<file path="src/rtl/prog_loader.sv">
// prog_loader: byte-stream loader for the processor's instruction memory.
// Frame: length byte L (0 means 256 words), then per word the high byte
// and the low byte, then an XOR checksum over all data bytes. The processor
// is held in reset (cpu_rst=1) in every state except DONE.
//
// Optional build macro PROG_LOADER_OPCHECK_EN: each assembled word is
// checked against the processor ISA; an illegal word is not written and
// the load aborts to ERR.
//
// Ports:
//   clk, rst_n         clock, asynchronous active-low reset
//   start              begins a load (honoured in IDLE, DONE, ERR)
//   in_data/in_valid   stream byte and its valid
//   in_ready           loader accepts a byte (LEN, HI, LO, CSUM)
//   mem_we/addr/wdata  instruction memory write port, one strobe per word
//   cpu_rst            active-high processor reset
//   done / err         load finished with good checksum / load aborted
//   words_loaded       words written in the current or last load
module prog_loader #(
    parameter int unsigned ADDR_W = 8
) (
    input  logic              clk,
    input  logic              rst_n,
    input  logic              start,
    input  logic [7:0]        in_data,
    input  logic              in_valid,
    output logic              in_ready,
    output logic              mem_we,
    output logic [ADDR_W-1:0] mem_addr,
    output logic [15:0]       mem_wdata,
    output logic              cpu_rst,
    output logic              done,
    output logic              err,
    output logic [ADDR_W:0]   words_loaded
);

    localparam logic [8:0] DEPTH = 9'(1 << ADDR_W);

    localparam logic [2:0] S_IDLE = 3'd0;
    localparam logic [2:0] S_LEN  = 3'd1;
    localparam logic [2:0] S_HI   = 3'd2;
    localparam logic [2:0] S_LO   = 3'd3;
    localparam logic [2:0] S_CSUM = 3'd4;
    localparam logic [2:0] S_DONE = 3'd5;
    localparam logic [2:0] S_ERR  = 3'd6;

    logic [2:0]        state;
    logic [2:0]        next_state;
    logic [ADDR_W-1:0] idx;
    logic [ADDR_W-1:0] last_idx;
    logic [7:0]        hi_byte;
    logic [7:0]        csum;

    logic              acc_c;
    logic [8:0]        len_n_c;
    logic [15:0]       word_c;

    // in_ready is a registered decode of the state, so it never depends on in_valid
    assign acc_c   = in_valid && in_ready;
    assign len_n_c = (in_data == 8'd0) ? 9'd256 : {1'b0, in_data};
    assign word_c  = {hi_byte, in_data};

`ifdef PROG_LOADER_OPCHECK_EN
    // ISA legality: nop, display memory, display register, load immediate
    logic op_ok_c;
    assign op_ok_c = (word_c == 16'h0000) ||
                     (word_c[15:11] == 5'd1) ||
                     (word_c[15:11] == 5'd2) ||
                     (word_c[15:13] == 3'b110);
`endif

    // state register
    always_ff @(posedge clk or negedge rst_n) begin
        if (!rst_n) begin
            state <= S_IDLE;
        end else begin
            state <= next_state;
        end
    end

    // next-state logic
    always_comb begin
        next_state = state;
        case (state)
            S_IDLE: if (start) next_state = S_LEN;
            S_LEN: begin
                if (acc_c) next_state = (len_n_c > DEPTH) ? S_ERR : S_HI;
            end
            S_HI: if (acc_c) next_state = S_LO;
            S_LO: begin
                if (acc_c) begin
                    next_state = (idx == last_idx) ? S_CSUM : S_HI;
`ifdef PROG_LOADER_OPCHECK_EN
                    if (!op_ok_c) next_state = S_ERR;
`endif
                end
            end
            S_CSUM: begin
                if (acc_c) next_state = (in_data == csum) ? S_DONE : S_ERR;
            end
            S_DONE: if (start) next_state = S_LEN;
            S_ERR:  if (start) next_state = S_LEN;
            default: next_state = S_IDLE;
        endcase
    end

    // datapath and registered outputs, all decoded from next_state / acceptance
    always_ff @(posedge clk or negedge rst_n) begin
        if (!rst_n) begin
            in_ready     <= 1'b0;
            mem_we       <= 1'b0;
            mem_addr     <= '0;
            mem_wdata    <= 16'h0000;
            cpu_rst      <= 1'b1;
            done         <= 1'b0;
            err          <= 1'b0;
            words_loaded <= '0;
            csum         <= 8'h00;
            idx          <= '0;
            last_idx     <= '0;
            hi_byte      <= 8'h00;
        end else begin
            mem_we   <= 1'b0;
            in_ready <= (next_state == S_LEN) || (next_state == S_HI) ||
                        (next_state == S_LO)  || (next_state == S_CSUM);
            done     <= (next_state == S_DONE);
            err      <= (next_state == S_ERR);
            cpu_rst  <= (next_state != S_DONE);

            // a new load starts from a clean count and checksum
            if (next_state == S_LEN && state != S_LEN) begin
                words_loaded <= '0;
                csum         <= 8'h00;
            end

            case (state)
                S_LEN: begin
                    if (acc_c) begin
                        last_idx <= ADDR_W'(len_n_c - 9'd1);
                        idx      <= '0;
                    end
                end
                S_HI: begin
                    if (acc_c) begin
                        hi_byte <= in_data;
                        csum    <= csum ^ in_data;
                    end
                end
                S_LO: begin
                    if (acc_c) begin
                        csum <= csum ^ in_data;
                        // an aborted (illegal) word is never written
                        if (next_state != S_ERR) begin
                            mem_we       <= 1'b1;
                            mem_addr     <= idx;
                            mem_wdata    <= word_c;
                            words_loaded <= words_loaded + (ADDR_W+1)'(1);
                            if (idx != last_idx) idx <= idx + ADDR_W'(1);
                        end
                    end
                end
                default: ;
            endcase
        end
    end

endmodule

</file>
<file path="config.mk">
export PLATFORM = sky130hd
export DESIGN_NAME = prog_loader
export DESIGN_NICKNAME = d
export VERILOG_FILES = /design/src/rtl/prog_loader.sv
export SDC_FILE = /design/constraint.sdc
export NUM_CORES = 1
export LEC_CHECK = 0
export ABC_AREA = 0
export CAP_MARGIN = 40
export CORE_AREA = 8 8 137 75
export DETAILED_ROUTE_END_ITERATION = 12
export DIE_AREA = 0 0 145 83
export GPL_TIMING_DRIVEN = 0
export PLACE_DENSITY = 0.67
export SLEW_MARGIN = 20
export SYNTH_ARGS = -nofsm -noshare
export SYNTH_HDL_FRONTEND = slang
export SYNTH_SLANG_ARGS = --single-unit
</file>
<file path="constraint.sdc">
create_clock -name clk -period 2.1 [get_ports clk]
set_clock_uncertainty 0.05 [all_clocks]
set_input_delay 0.315 -clock clk [delete_from_list [all_inputs] [get_ports clk]]
set_output_delay 0.315 -clock clk [all_outputs]
set_load 0.02 [all_outputs]
</file>
==> flow_summary_export.csv <==
group,metric,value,unit
status,outcome,"finished clean",
logic_synthesis,synth_most_common_cell,"nand2_1",
final_layout,syn2layout_area_growth,28.98,%
floorplan,die_area,0.01204,mm^2
floorplan,die_h,83,um
sta,finalSetupViolations,0,
sta,slew_viol_final,0,
sta,hold_slack,0.1866,ns
sta,fmax,501.4,MHz
logic_synthesis,synth_area_leaders,"dfrtp_1 49%, nand2_1 7.8%, xnor2_1 4.8%",
logic_synthesis,ys.flop_type,"dfrtp_1",
logic_synthesis,netlist_area,0.003657,mm^2
min_path,hp-class,"in -> reg",
logic_synthesis,seq_area_frac_synth,0.4998,
floorplan,die_w,145,um
final_layout,nets,476,
cts,cts-buffers-inserted,9,
floorplan,io_pins,50,
sta,rsz0062_at_grt,"false",
cts,cts_max_path_buffers,2,
cts,cts_tree,"yes",
global_route,first_global_vias,2884,
run,max_cap_viol_count,0,
route,postRouteAntennaNets,0,
sta,relSlewSlack,0.6335,
logic_synthesis,async_reset_ff_frac,1.000,
route,routed_wl,9.620,mm
route,wire_per_inst,16.50,um
logic_synthesis,yosysTopAreaCell,"dfrtp_1",
final_layout,finish.utilization,0.5630,
cts,cts_max_level,3,
logic_synthesis,ys_seq_elements,73,
logic_synthesis,synth_commonest_cells,"76 x nand2_1, 72 x dfrtp_1, 33 x o21ai_0",
worst_setup_path,cp.arrival,2.22,ns
sta,worst_pin_slew,0.5461,ns
route,vias_per_cell,5.396,
worst_setup_path,start_kind,"primary input",
cts,clk_pin_slew,0.06,ns
worst_setup_path,crit_type,"in -> reg",
cts,clkSinkCount,73,
final_layout,drive_gt1_frac,0.1180,
floorplan,rows,24,
pwr,leakagePower,2.009,nW
placement,place_hpwl,6.970,mm
logic_synthesis,syn_avg_cell_area,9.212,um^2
global_route,grt_pass1_wl,15.67,mm
cts,cts-root-buf,"clkbuf_16",
logic_synthesis,synthDominantCellAreaShare,0.4926,
route,drt_iter0_markers,223,
cts,insertion_delay,0.34,ns
pwr,peakVddDrop,0.7507,mV
final_layout,n_antenna_cell,0,
logic_synthesis,syn_inst,397,
worst_setup_path,cp-end-kind,"flip-flop",
worst_setup_path,cp_data_required_time,2.32,ns
pwr,power.density,1398,mW/mm^2
logic_synthesis,yosys_warnings,0,
worst_setup_path,crit_fanout,7,
final_layout,fillers,722,
sta,period_share,0.9497,
global_route,antenna_found_initial,0,
floorplan,core,0.008378,mm^2
logic_synthesis,syn_nets,412,
placement,gp_congestion,0.8900,
floorplan,start_util,0.4365,
placement,place.port_buffers,45,
logic_synthesis,yosys.cell_types.count,54,
route,num_vias,3146,
logic_synthesis,synth_edf_count,0,
global_route,track_usage,0.1625,
sta,period_needed,1.994,ns
global_route,grt-ovfl-total,0,
sta,finalHoldViolations,0,
route,dr.pass1.iters,5,
route,route.detailed.drc,0,
global_route,grt_max_degree,40,
[per-stage QoR]
step / setup slack (ns) / power [mW] / area [um^2] / cells / setup TNS, ns
2_1_floorplan: 0.2417 / 3.703 / 3657 / 397 / 0
3_3_place_gp: -1.856 / 4.546 / 4254 / 559 / -147.04
3_5_place_dp: -0.5021 / 4.625 / 4272 / 560 / -16.23
4_1_cts: 0.008537 / 6.604 / 4691 / 582 / 0
5_1_grt: 0.008296 / 6.988 / 4717 / 583 / 0
6_report: 0.1056 / 6.595 / 4717 / 583 / 0
[sequential cells by signal, indices dropped and copies added, names as in the netlist, 3 cells and up]
name and flops:
mem_wdata 16, words_loaded 9, csum 8, hi_byte 8, idx 8, last_idx 8, mem_addr 8, state 3
[report_power, final]
| part | switching (mW) | internal [mW] |
|---|---|---|
| Combinational | 1.38 | 1.05 |
| Clock | 0.611 | 1.29 |
| Sequential | 0.360 | 1.90 |
[routing by layer]
metal  global-route usage  up-vias  part of all wire
li1                     -     1514                 -
met1               0.2369     1518              0.52
met2               0.2142      101              0.40
met3              0.05952       13             0.071
met4              0.05118        0             0.012
met5                    0        -                 0
[cell type report]
type	instances	area, um^2	share of cell area
plain buffers	23	125.1	0.02653
clock buffers	10	229.0	0.04854
clock inverters	6	137.6	0.02918
inverters	19	71.32	0.01512
multi-input cells	281	1648	0.3493
flip-flops and latches	73	1829	0.3878
well taps	117	146.4	0.03103
repair buffers	54	530.5	0.1125
[placed cells by master (no fill, tap or decap), types with 2 or more instances in the layout]
cell,Yosys,layout
nand2_1,76,76
dfrtp_1,72,71
clkdlybuf4s50_1,0,41
o21ai_0,33,33
nor2_1,25,25
xnor2_1,20,20
inv_1,19,19
a21oi_1,18,17
nor3_1,17,17
clkbuf_1,13,11
buf_4,1,10
clkbuf_16,0,9
nand4_1,8,8
nand3_1,8,8
o211ai_1,8,8
mux2_2,8,8
clkbuf_2,3,5
nor3b_1,4,4
bufinv_16,0,4
nor2b_1,3,3
nand4b_1,3,3
xor2_1,3,3
mux2i_1,3,3
a211oi_1,3,3
ha_1,3,3
buf_2,5,2
buf_6,2,2
clkbuf_4,0,2
and4_1,2,2
o31ai_1,2,2
o21a_1,2,2
nor4_1,2,2
or3_4,2,2
a21boi_0,2,2
or3_1,2,2
a2111oi_0,2,2
a221o_1,2,2
inv_6,0,2
dlygate4sd2_1,0,2
[path summary, 6_finish.rpt]
check	from	to	slack, ns	depth (start not counted)
min reg2reg	hi_byte[0]	mem_wdata[8]	0.41	2
max reg2reg	idx[4]	idx[0]	0.14	5
max in group asynchronous	rst_n	cpu_rst	0.94	3
max	in_data[0]	last_idx[5]	0.11	7
min	in_data[2]	mem_wdata[2]	0.19	3
min in group asynchronous	rst_n	mem_addr[3]	0.42	2
[worst max-delay path, stage by stage]
cell,delay (ns)
dlygate4sd2_1,0.33
inv_1,0.13
ha_1,0.19
or3b_4,0.42
or3_4,0.39
a311o_1,0.33
o21ai_2,0.11
[cell families (layout without fill, tap and decap cells)]
kind of cell             Yosys count  after routing  share of synthesized area
buffers and inverters             43            112                    0.05200
XOR/XNOR                          23             23                    0.05508
AO/OA/AOI/OAI                     83             83                     0.1399
adder cells (fa/ha/maj)            3              3                    0.01026
AND/OR/NAND/NOR                  161            161                     0.2101
flip-flops                        73             73                     0.4998
multiplexers                      11             11                    0.03284
[repair_timing]
action,4_1_cts,5_1_grt
endpoints found under the hold margin,34,0
hold buffers,1,0
buffers inserted,5,2
resized for setup,4,9
pin swaps,1,0
setup endpoints to repair,14,39
Power figures use the tool's default switching activity.
